### src/rtl/cache_hierarchy_types.sv
// Shared types for the victim cache controller.
//   vc_t        : one victim-cache entry (line-aligned address + 256-bit line)
//   vc_state_t  : controller FSM states
//   line_addr() : clears the byte-offset bits of an address
package cache_hierarchy_types;

    typedef struct packed {
        logic [31:0]  address;
        logic [255:0] data;
    } vc_t;

    typedef enum logic [2:0] {
        VC_IDLE,
        VC_RESP,
        VC_MISS_RD,
        VC_WB,
        VC_ALLOC
    } vc_state_t;

    function automatic logic [31:0] line_addr(input logic [31:0] a);
        return {a[31:5], 5'b0};
    endfunction

endpackage

### src/rtl/victim_lru.sv
// Age-counter LRU tracker for the victim cache.
// Ports:
//   clk, rst   : clock, synchronous active-high reset (ages return to entry index)
//   touch      : mark touch_idx as most recently used this cycle
//   touch_idx  : entry being touched
//   lru_idx    : entry whose age is NUM_ENTRIES-1 (the eviction candidate)
module victim_lru
    import cache_hierarchy_types::*;
#(
    parameter int NUM_ENTRIES = 4,
    parameter int IDX_W       = $clog2(NUM_ENTRIES)
) (
    input  logic             clk,
    input  logic             rst,
    input  logic             touch,
    input  logic [IDX_W-1:0] touch_idx,
    output logic [IDX_W-1:0] lru_idx
);

    logic [IDX_W-1:0] age_q [NUM_ENTRIES];

    // Entries younger than the touched one age by one; the touched one becomes 0.
    // This keeps the ages a permutation of 0..NUM_ENTRIES-1.
    always_ff @(posedge clk) begin
        if (rst) begin
            for (int i = 0; i < NUM_ENTRIES; i++) begin
                age_q[i] <= IDX_W'(i);
            end
        end else if (touch) begin
            for (int i = 0; i < NUM_ENTRIES; i++) begin
                if (IDX_W'(i) == touch_idx) begin
                    age_q[i] <= '0;
                end else if (age_q[i] < age_q[touch_idx]) begin
                    age_q[i] <= age_q[i] + 1'b1;
                end
            end
        end
    end

    always_comb begin
        lru_idx = '0;
        for (int i = 0; i < NUM_ENTRIES; i++) begin
            if (age_q[i] == IDX_W'(NUM_ENTRIES - 1)) begin
                lru_idx = IDX_W'(i);
            end
        end
    end

endmodule

### src/rtl/victim_cache_ctrl.sv
// Fully-associative victim cache controller between the last cache level and memory.
// Writebacks from above are absorbed into entries (all valid entries are dirty);
// read hits are served from entries, read misses go straight to memory without
// allocation. A dirty LRU entry is written to memory only when its slot is reused.
// Ports:
//   clk, rst                              : clock, synchronous active-high reset
//   mem_read/mem_write/mem_address/mem_wdata : upper-level request (held until mem_resp)
//   mem_rdata/mem_resp                    : upper-level read line and one-cycle completion
//   pmem_read/pmem_write/pmem_address/pmem_wdata : memory request (held until pmem_resp)
//   pmem_rdata/pmem_resp                  : memory read line and completion pulse
module victim_cache_ctrl
    import cache_hierarchy_types::*;
#(
    parameter int NUM_ENTRIES = 4,
    parameter int IDX_W       = $clog2(NUM_ENTRIES)
) (
    input  logic         clk,
    input  logic         rst,
    input  logic         mem_read,
    input  logic         mem_write,
    input  logic [31:0]  mem_address,
    input  logic [255:0] mem_wdata,
    output logic [255:0] mem_rdata,
    output logic         mem_resp,
    output logic         pmem_read,
    output logic         pmem_write,
    output logic [31:0]  pmem_address,
    output logic [255:0] pmem_wdata,
    input  logic [255:0] pmem_rdata,
    input  logic         pmem_resp
);

    vc_state_t            state_q, state_d;
    vc_t                  entries_q [NUM_ENTRIES];
    logic [NUM_ENTRIES-1:0] valid_q;
    logic [IDX_W-1:0]     victim_q, victim_d;
    logic [255:0]         rdata_q;

    logic                 hit, has_free;
    logic [IDX_W-1:0]     hit_idx, free_idx, lru_idx;
    logic                 touch;
    logic [IDX_W-1:0]     touch_idx;
    logic                 wr_en;
    logic [IDX_W-1:0]     wr_idx;
    logic                 load_hit, load_pmem;

    // Tag match on the line address; first matching valid entry wins.
    always_comb begin
        hit     = 1'b0;
        hit_idx = '0;
        for (int i = 0; i < NUM_ENTRIES; i++) begin
            if (!hit && valid_q[i] &&
                entries_q[i].address[31:5] == mem_address[31:5]) begin
                hit     = 1'b1;
                hit_idx = IDX_W'(i);
            end
        end
    end

    // Lowest-index invalid slot.
    always_comb begin
        has_free = 1'b0;
        free_idx = '0;
        for (int i = 0; i < NUM_ENTRIES; i++) begin
            if (!has_free && !valid_q[i]) begin
                has_free = 1'b1;
                free_idx = IDX_W'(i);
            end
        end
    end

    victim_lru #(
        .NUM_ENTRIES (NUM_ENTRIES),
        .IDX_W       (IDX_W)
    ) u_lru (
        .clk       (clk),
        .rst       (rst),
        .touch     (touch),
        .touch_idx (touch_idx),
        .lru_idx   (lru_idx)
    );

    always_comb begin
        state_d      = state_q;
        victim_d     = victim_q;
        touch        = 1'b0;
        touch_idx    = hit_idx;
        wr_en        = 1'b0;
        wr_idx       = hit_idx;
        load_hit     = 1'b0;
        load_pmem    = 1'b0;
        mem_resp     = 1'b0;
        pmem_read    = 1'b0;
        pmem_write   = 1'b0;
        pmem_address = '0;
        pmem_wdata   = '0;

        unique case (state_q)
            VC_IDLE: begin
                if (mem_write) begin
                    if (hit) begin
                        wr_en   = 1'b1;
                        touch   = 1'b1;
                        state_d = VC_RESP;
                    end else if (has_free) begin
                        wr_en     = 1'b1;
                        wr_idx    = free_idx;
                        touch     = 1'b1;
                        touch_idx = free_idx;
                        state_d   = VC_RESP;
                    end else begin
                        victim_d = lru_idx;
                        state_d  = VC_WB;
                    end
                end else if (mem_read) begin
                    if (hit) begin
                        load_hit = 1'b1;
                        touch    = 1'b1;
                        state_d  = VC_RESP;
                    end else begin
                        state_d = VC_MISS_RD;
                    end
                end
            end
            VC_WB: begin
                pmem_write   = 1'b1;
                pmem_address = entries_q[victim_q].address;
                pmem_wdata   = entries_q[victim_q].data;
                if (pmem_resp) begin
                    state_d = VC_ALLOC;
                end
            end
            VC_ALLOC: begin
                wr_en     = 1'b1;
                wr_idx    = victim_q;
                touch     = 1'b1;
                touch_idx = victim_q;
                state_d   = VC_RESP;
            end
            VC_MISS_RD: begin
                pmem_read    = 1'b1;
                pmem_address = line_addr(mem_address);
                if (pmem_resp) begin
                    load_pmem = 1'b1;
                    state_d   = VC_RESP;
                end
            end
            VC_RESP: begin
                mem_resp = 1'b1;
                state_d  = VC_IDLE;
            end
            default: state_d = VC_IDLE;
        endcase
    end

    always_ff @(posedge clk) begin
        if (rst) begin
            state_q  <= VC_IDLE;
            victim_q <= '0;
            valid_q  <= '0;
            rdata_q  <= '0;
        end else begin
            state_q  <= state_d;
            victim_q <= victim_d;
            if (wr_en) begin
                valid_q[wr_idx] <= 1'b1;
            end
            if (load_hit) begin
                rdata_q <= entries_q[hit_idx].data;
            end else if (load_pmem) begin
                rdata_q <= pmem_rdata;
            end
        end
    end

    // Line storage carries no reset; only valid bits qualify it.
    always_ff @(posedge clk) begin
        if (wr_en) begin
            entries_q[wr_idx] <= '{address: line_addr(mem_address), data: mem_wdata};
        end
    end

    assign mem_rdata = rdata_q;

endmodule

### config.mk
export PLATFORM = sky130hd
export DESIGN_NAME = victim_cache_ctrl
export DESIGN_NICKNAME = d
export VERILOG_FILES = /design/src/rtl/cache_hierarchy_types.sv /design/src/rtl/victim_lru.sv /design/src/rtl/victim_cache_ctrl.sv
export SDC_FILE = /design/constraint.sdc
export NUM_CORES = 2
export LEC_CHECK = 0
export BUFFER_PORTS_ARGS = -buffer_cell sky130_fd_sc_hd__buf_4
export CAP_MARGIN = 5
export CELL_PAD_IN_SITES_DETAIL_PLACEMENT = 0
export CELL_PAD_IN_SITES_GLOBAL_PLACEMENT = 2
export CORE_ASPECT_RATIO = 0.6
export CORE_MARGIN = 1.5
export CORE_UTILIZATION = 25
export CTS_CLUSTER_SIZE = 16
export DETAILED_ROUTE_END_ITERATION = 10
export PLACE_DENSITY_LB_ADDON = 0.15
export RECOVER_POWER = 25
export REMOVE_ABC_BUFFERS = 1
export SYNTH_ARGS = -nofsm -noshare
export SYNTH_HDL_FRONTEND = slang
export SYNTH_SLANG_ARGS = --single-unit
### constraint.sdc
create_clock -name clk -period 29.9 [get_ports clk]
set_input_delay 2.99 -clock clk [delete_from_list [all_inputs] [get_ports clk]]
set_output_delay 2.99 -clock clk [all_outputs]
set_load 0.1 [all_outputs]
# Word-level counts from Yosys, hierarchy flattened

Memory sizes are Yosys's and may differ from the RTL's. A register that Yosys moved wholly into a read port is not among the register bits.
Cells that the tools add are included.

Output and inout bits: 547
Bits in writable memories: 1140
Memories kept: 2
ROM bits: 0
Word-level logic and storage cells: 168
Bits in registers: 265
Latch bits: 0

Memories:

| memory      | words | width | read ports | clocked after memory_dff | wr ports | RTL line                | RTL |
|---|---|---|---|---|---|---|---|
| entries_q   | 4     | 283   | 6          | 1                        | 1        | victim_cache_ctrl.sv:34 | `vc_t entries_q [NUM_ENTRIES];` |
| u_lru.age_q | 4     | 2     | 5          | 0                        | 4        | victim_lru.sv:20        | `logic [IDX_W-1:0] age_q [NUM_ENTRIES];` |

Add/subtract/negate cells: 4
Multipliers: 0
Shifts and indexed selects: 0
Bitwise logic cells: 11
Divide/modulo/power cells: 0
Equal/unequal tests: 17
Magnitude comparators: 6
Reduce and logical (&&, ||, !) cells: 24
Multiplexer cells: 100

Operators with widths:

| cell                                                                         | number |
|---|---|
| 256-bit two-way mux                                                          | 3 |
| 27-bit equality test                                                         | 4 |
| 1-bit two-way mux                                                            | 65 |
| 32-bit one-hot mux with 2 select lines                                       | 1 |
| 2-bit two-way mux                                                            | 22 |
| 3-bit two-way mux                                                            | 4 |
| 3-bit one-hot mux with 4 select lines                                        | 1 |
| 1-bit logical AND                                                            | 11 |
| 2-bit by 1-bit adder with 2-bit output, second input constant                | 4 |
| 1-bit logical NOT                                                            | 8 |
| 2-bit less-than comparator                                                   | 4 |
| 1-bit OR                                                                     | 8 |
| 2-bit equality test, second input constant                                   | 3 |
| 3-bit by 2-bit equality test with 1-bit output, second input constant        | 2 |
| 2-bit equality test, first input constant                                    | 2 |
| 2-bit inequality test, second input constant                                 | 2 |
| 4-bit OR                                                                     | 1 |
| 1-bit one-hot mux with 2 select lines                                        | 2 |
| 2-bit one-hot mux with 2 select lines                                        | 1 |
| 4-bit AND reduction                                                          | 1 |
| 3-bit by 1-bit equality test with 1-bit output, second input constant        | 1 |
| 3-bit equality test, second input constant                                   | 1 |
| 3-bit logical NOT                                                            | 1 |
| 2-bit by 3-bit less-than comparator with 1-bit output, second input constant | 1 |
| 8 further kinds                                                              | 9 |

# Depth between registers and ports, before layout

An unclocked memory read counts as a cell.

Word-level depth: 28
Mapped depth: 15
Depth with buffers taken out: 11

# Hierarchy

Synthesis repeated with hierarchy kept, for this count alone.

Cells, all modules: 4781
Area, all modules: 63767.4 µm²

Modules (own cells, without submodules):

| module            | cells an instance | instances | area an instance (µm²) |
|---|---|---|---|
| victim_cache_ctrl | 4714              | 1         | 63046.7 |
| victim_lru        | 67                | 1         | 720.7 |

# Least setup slack after synthesis

OpenSTA, ideal clock, no wires.

Kind: input port to flip-flop
From: input mem_address[28]
To: memory entries_q[1][0] (netlist bit), enable pin
Setup slack: 4938 ps
Path buffers: 2
Stages on the path: 11
Arrival time: 23683 ps
Cell sequence: buf_4 > xnor2_2 > nand4_1 > nor4_2 > a41oi_1 > o21ai_1 > a31oi_1 > a41oi_2 > buf_6 > inv_1 > nor3_1

Longest elaborated chain between the ends: 20
Elaborated cells between the ends (all ways): 30
Classes of those cells: eq/ne: 4; mux: 16; reduce/logical: 10

Ends and longest elaborated chain:

| item                                    | RTL line                 | RTL |
|---|---|---|
| from (decl)                             | victim_cache_ctrl.sv:21  | `input logic [31:0] mem_address,` |
| 27-bit equality test                    | victim_cache_ctrl.sv:53  | `entries_q[i].address[31:5] == mem_address[31:5]) begin` |
| 1-bit logical AND                       | victim_cache_ctrl.sv:52  | `if (!hit && valid_q[i] &&` |
| 1-bit two-way mux                       | victim_cache_ctrl.sv:52  |  |
| 1-bit logical NOT                       | victim_cache_ctrl.sv:52  |  |
| 1-bit logical AND (2 in series)         | victim_cache_ctrl.sv:52  |  |
| 1-bit two-way mux                       | victim_cache_ctrl.sv:52  |  |
| 1-bit logical NOT                       | victim_cache_ctrl.sv:52  |  |
| 1-bit logical AND (2 in series)         | victim_cache_ctrl.sv:52  |  |
| 1-bit two-way mux                       | victim_cache_ctrl.sv:52  |  |
| 1-bit logical NOT                       | victim_cache_ctrl.sv:52  |  |
| 1-bit logical AND (2 in series)         | victim_cache_ctrl.sv:52  |  |
| 1-bit two-way mux                       | victim_cache_ctrl.sv:52  |  |
| 1-bit two-way mux                       | victim_cache_ctrl.sv:101 | `if (hit) begin` |
| 1-bit two-way mux                       | victim_cache_ctrl.sv:100 | `if (mem_write) begin` |
| 1-bit one-hot mux with 2 select lines   | victim_cache_ctrl.sv:98  | `unique case (state_q)` |
| 1-bit two-way mux                       | victim_cache_ctrl.sv:178 | `if (wr_en) begin` |
| 1-bit two-way mux (not written as such) | victim_cache_ctrl.sv:179 | `entries_q[wr_idx] <= '{address: line_addr(mem_address), data: mem_wdata};` |
| to (decl)                               | victim_cache_ctrl.sv:34  |  |

Several ways; a longest one is shown, not always the timed one.

# Final worst setup path

From: input mem_address[18]
To: register rdata_q[28] (netlist: mem_rdata[28])

Longest elaborated chain between the ends: 20
Elaborated cells between the ends (all ways): 28
Classes of those cells: eq/ne: 4; mux: 12; reduce/logical: 11; memory: 1

Ends and longest elaborated chain:

| item                                                      | RTL line                 | RTL |
|---|---|---|
| 27-bit equality test                                      | victim_cache_ctrl.sv:53  |  |
| 1-bit logical AND                                         | victim_cache_ctrl.sv:52  |  |
| 1-bit two-way mux                                         | victim_cache_ctrl.sv:52  |  |
| 1-bit logical NOT                                         | victim_cache_ctrl.sv:52  |  |
| 1-bit logical AND (2 in series)                           | victim_cache_ctrl.sv:52  |  |
| 1-bit two-way mux                                         | victim_cache_ctrl.sv:52  |  |
| 1-bit logical NOT                                         | victim_cache_ctrl.sv:52  |  |
| 1-bit logical AND (2 in series)                           | victim_cache_ctrl.sv:52  |  |
| 1-bit two-way mux                                         | victim_cache_ctrl.sv:52  |  |
| 1-bit logical NOT                                         | victim_cache_ctrl.sv:52  |  |
| 1-bit logical AND (2 in series)                           | victim_cache_ctrl.sv:52  |  |
| 1-bit two-way mux                                         | victim_cache_ctrl.sv:52  |  |
| 1-bit two-way mux                                         | victim_cache_ctrl.sv:116 | `if (hit) begin` |
| 1-bit two-way mux                                         | victim_cache_ctrl.sv:115 | `end else if (mem_read) begin` |
| 1-bit two-way mux                                         | victim_cache_ctrl.sv:100 |  |
| 1-bit two-way mux                                         | victim_cache_ctrl.sv:98  |  |
| 256-bit two-way mux or 2-bit nonzero test (tied branches) | --                       |  |
| to (signal assigned)                                      | victim_cache_ctrl.sv:169 | `rdata_q <= entries_q[hit_idx].data;` |
| to (signal assigned)                                      | victim_cache_ctrl.sv:171 | `rdata_q <= pmem_rdata;` |
| to (decl)                                                 | victim_cache_ctrl.sv:37  | `logic [255:0] rdata_q;` |

Several ways; a longest one is shown, not always the timed one.
A chain may end at the register's enable or synchronous reset.

==> results.md <==
Die:
- The initial utilization of the core area, before any placement, comes to 25.3%.
- The count of standard-cell rows is 143.
- The placeable core region is ~0.25 mm2.
- The die is 396 um tall.
- The overall die width is 658 um.
- The top-level port count is 1096.
- The die covers 0.260 mm2.

Clocking:
- The post-CTS setup buffer count is 0.
- The clock root buffer is sky130_fd_sc_hd__clkbuf_16.
- Clock-pin slew was measured on the worst setup and hold paths at 0.06 ns.
- Buffers inserted to repair hold after CTS numbered 0.
- Buffers inserted during clock tree synthesis total 164.
- The post-CTS resize count is 0.
- The H-tree was split into 4 levels.
- The CTS tree is yes.
- The later pin in the worst-skew pair is clocked with a latency of approximately 0.82 ns.
- In this run the deepest clock path goes through 4 buffers.
- The clock drives 1407 sinks.

Yosys:
- The synthesized netlist devotes 0.0915% of its cell area to adder and majority cells.
- The dominant cell type by area after synthesis is sky130_fd_sc_hd__edfxtp_1.
- The synthesized-area fraction occupied by ao, oa, aoi and oai cells is 11.9%.
- After synthesis, the largest area contributor takes up 53.2% of total cell area.
- For this run, the register share of the synthesized area comes to approximately three fifths.
- The mux contribution to synthesized area is 14.1%.
- In the synthesized netlist, the cells that appear most often are sky130_fd_sc_hd__edfxtp_1, sky130_fd_sc_hd__a211oi_1, sky130_fd_sc_hd__mux4_2.
- The xor-xnor portion of the synthesized cell area is roughly 1.6%.
- In this run the mean area of a mapped cell was ~14 um2.
- By instance count, the leading cell after synthesis is sky130_fd_sc_hd__edfxtp_1.
- After synthesis, the largest family of logic cells by area is multiplexers.
- The cell area after synthesis is about 0.064 mm2.
- During synthesis, Yosys emitted a total of 0 warnings.
- The simple logic cell fraction of the synthesized area is 7.82%.
- The register bit total from synthesis is 1407.
- In the synthesized netlist the dominant register cell turns out to be sky130_fd_sc_hd__edfxtp_1.
- The distinct cell type count of the synthesized netlist is 68.
- The gate count of the mapped netlist is 4500.
- The share of flip-flops with an asynchronous set or reset after synthesis is 0%.
- Counting flops with a built-in enable in the synthesized netlist gives 1140.
- In the post-synthesis netlist, the biggest area contributors are sky130_fd_sc_hd__edfxtp_1, sky130_fd_sc_hd__mux4_2, sky130_fd_sc_hd__a211oi_1.

Timing:
- The final count of hold timing violations was 0.
- Setup repair after global routing left no endpoint under its margin.
- The count of final setup violators is 0.
- The minimum clock period is around 10 ns.
- The max-slew violation total from the final report is 0.
- The highest attainable clock frequency is approximately 0.1 GHz.
- Measured against its own limit, the worst slew margin works out to roughly 2.3%.
- The transition time at the pin with the least slew margin is 1.47 ns.
- In the finished design, the share of the clock period the worst path needs comes to approximately 34%.
- On the final layout, the worst hold slack is 0.497 ns.
- The final worst clock skew is 0.0474 ns.
- The setup slack of the critical path after layout is 19.66 ns.

Routing:
- The final route contains ~43000 vias.
- The initial detailed-routing violation count is 2486.
- Once detail routing completed, the nets flagged for antenna violations numbered 0.
- The via-per-instance ratio is between 4 and 5.
- The first-pass iteration count of the detailed router is 5.
- The wire length reported by the detailed router is 228000 um.
- The post-detailed-route wirelength per cell is 25.5 um.
- In the routed design, unresolved DRC markers number 0.

GRT:
- The largest net degree at the start of global routing is approximately 160.
- The first global-routing pass estimated 324000 um of wire.
- The number of global-route vias before repair is 43000.
- For this run the aggregate overflow at the end of global routing stands at 0.
- The global routing usage summed across all routing layers is between 10% and 20%.
- The number of antenna violations at the first check in global routing is 49.

Worst setup path:
- The worst setup path is launched from a primary input.
- Data on the critical path is required at its endpoint by 30.63 ns.
- The worst setup path is captured at a register.
- The arrival time reported for the critical path endpoint is 10.97 ns.
- Along the worst path, the maximum fanout reaches between 70 and 80.
- The critical path is of the in2reg type.

Finish:
- The filler cells instantiated in the layout total about 26000.
- The post-route netlist has 27.2% of its cells at a drive strength greater than 1.
- The growth of design area from synthesis to finish is 24.3%.
- At the end of the flow the core is filled with cells to a little under a third.
- After the last flow step, the layout net total stands at between 5000 and 6000.

Power:
- The static leakage is between 20 and 30 nW.
- After layout, the design draws a total of 4.88 mW.
- The peak supply drop is approximately 0.000036 V.
- The power density normalized to cell area is 61.1 mW/mm2.

Status:
- The flow ran to the end, and the final reports show no timing, DRC or antenna violations.

Worst hold path:
- The tightest min-delay check is of the reg2reg type.

Flow run:
- Across the run, the number of max-cap violations was 0.

Placed design:
- The congestion estimate from routability-driven global placement came to 0.796.
- The count of buffers added on input and output ports is about 1100.
- Before CTS, the worst setup slack after placement is between 15 and 20 ns.
- Detailed placement finished with a half-perimeter wire length of 150000 um.
-- final timing paths --
kind / from / to / slack, ns / cells after the start
setup / recovery: mem_address[18] / mem_rdata[28] / 19.66 / 15
hold / removal: mem_rdata[72] / mem_rdata[72] / 0.50 / 2
setup reg to reg: entries_q[2][269] / mem_rdata[28] / 21.63 / 14
hold reg to reg: mem_rdata[72] / mem_rdata[72] / 0.50 / 2
-- state kept, by name, indices dropped and copies added, names as in the netlist, named ones only --
signal	count
state_q	3
mem_rdata	256
entries_q	1132
valid_q	4
u_lru.age_q	8
victim_q	2
-- per-layer routing --
metal  vias to the layer above  wire length (um)  share of wire, %  GRT usage [%]
met5                         -               298              0.13              0
met4                        44              4710               2.1           3.58
met3                       301             12400               5.5           4.06
met2                       915            109000                48           28.1
met1                     21600            102000                45           22.3
li1                      19600                 -                 -              -
-- logic make-up after synthesis --
| family | after synthesis |
|---|---|
| DFF | 1407 |
| buffers and inverters | 426 |
| adders and majority gates | 5 |
| AOI/OAI and AO/OA | 1096 |
| other | 1 |
| and+or+nand+nor | 908 |
| muxes | 549 |
| xor gates and xnor gates | 108 |
-- worst max-delay path, stage by stage --
cell and delay (ns):
sky130_fd_sc_hd__buf_4 0.15, sky130_fd_sc_hd__xnor2_1 0.62, sky130_fd_sc_hd__nand4b_1 0.20, sky130_fd_sc_hd__nor4_2 0.56
sky130_fd_sc_hd__nand4_1 0.39, sky130_fd_sc_hd__a21oi_4 0.79, sky130_fd_sc_hd__buf_4 0.86, sky130_fd_sc_hd__buf_4 0.85
sky130_fd_sc_hd__buf_4 0.58, sky130_fd_sc_hd__buf_4 0.75, sky130_fd_sc_hd__buf_4 0.85, sky130_fd_sc_hd__a211oi_1 0.19
sky130_fd_sc_hd__a211oi_1 0.65, sky130_fd_sc_hd__a21oi_1 0.09, sky130_fd_sc_hd__a211oi_1 0.24
-- layout make-up --
| class | count | area (um2) | area share, % |
|---|---|---|---|
| diodes | 9 | 22.5 | 0.0282 |
| clock buffers | 218 | 4420 | 5.53 |
| clock inverters | 73 | 684 | 0.856 |
| inverters | 9 | 33.8 | 0.0423 |
| multi-input cells | 2671 | 22900 | 28.6 |
| flip-flops and latches | 1407 | 39600 | 49.5 |
| well taps | 3407 | 4260 | 5.33 |
| repair buffers | 1161 | 8060 | 10.1 |
-- report_power, final --
group	total (mW)	internal, mW	switching [mW]
Combinational	0.638	0.183	0.455
Sequential	2.28	2.24	0.0464
Clock	1.96	1.12	0.843
-- layout by cell type (no fill, tap or decap), drive strengths merged, types with 4 or more instances in the layout --
master    netlist  final
a31oi           5      5
nand2          15     15
a22o           29     29
xnor2          60     60
xor2           48     48
and2          257    257
bufinv          0      9
a21oi         261    261
o21ai           4      4
clkbuf        267    422
mux4          283    283
a211oi        770    770
edfxtp       1140   1140
o21a            7      7
nor2b         259    259
nor2          278    278
nand2b          5      5
inv             9     14
diode           0      9
clkinv          0     51
nor3            8      8
nor4b           7      7
mux2i         262    262
mux2            4      4
conb            1      5
dfxtp         267    267
buf           150    957
clkinvlp        0      8
nor4           27     27
nand4          35     35
-- stage by stage --
stage | setup TNS [ns] | instances | cell area, um2
floorplan | -866.81 | 4087 | 62400
global placement | 0 | 8655 | 75600
detailed placement | 0 | 8655 | 75600
CTS | 0 | 8946 | 80700
global route | 0 | 8952 | 79900
finish | 0 | 8955 | 79900
Note: power is estimated with default switching activity, not from simulation.
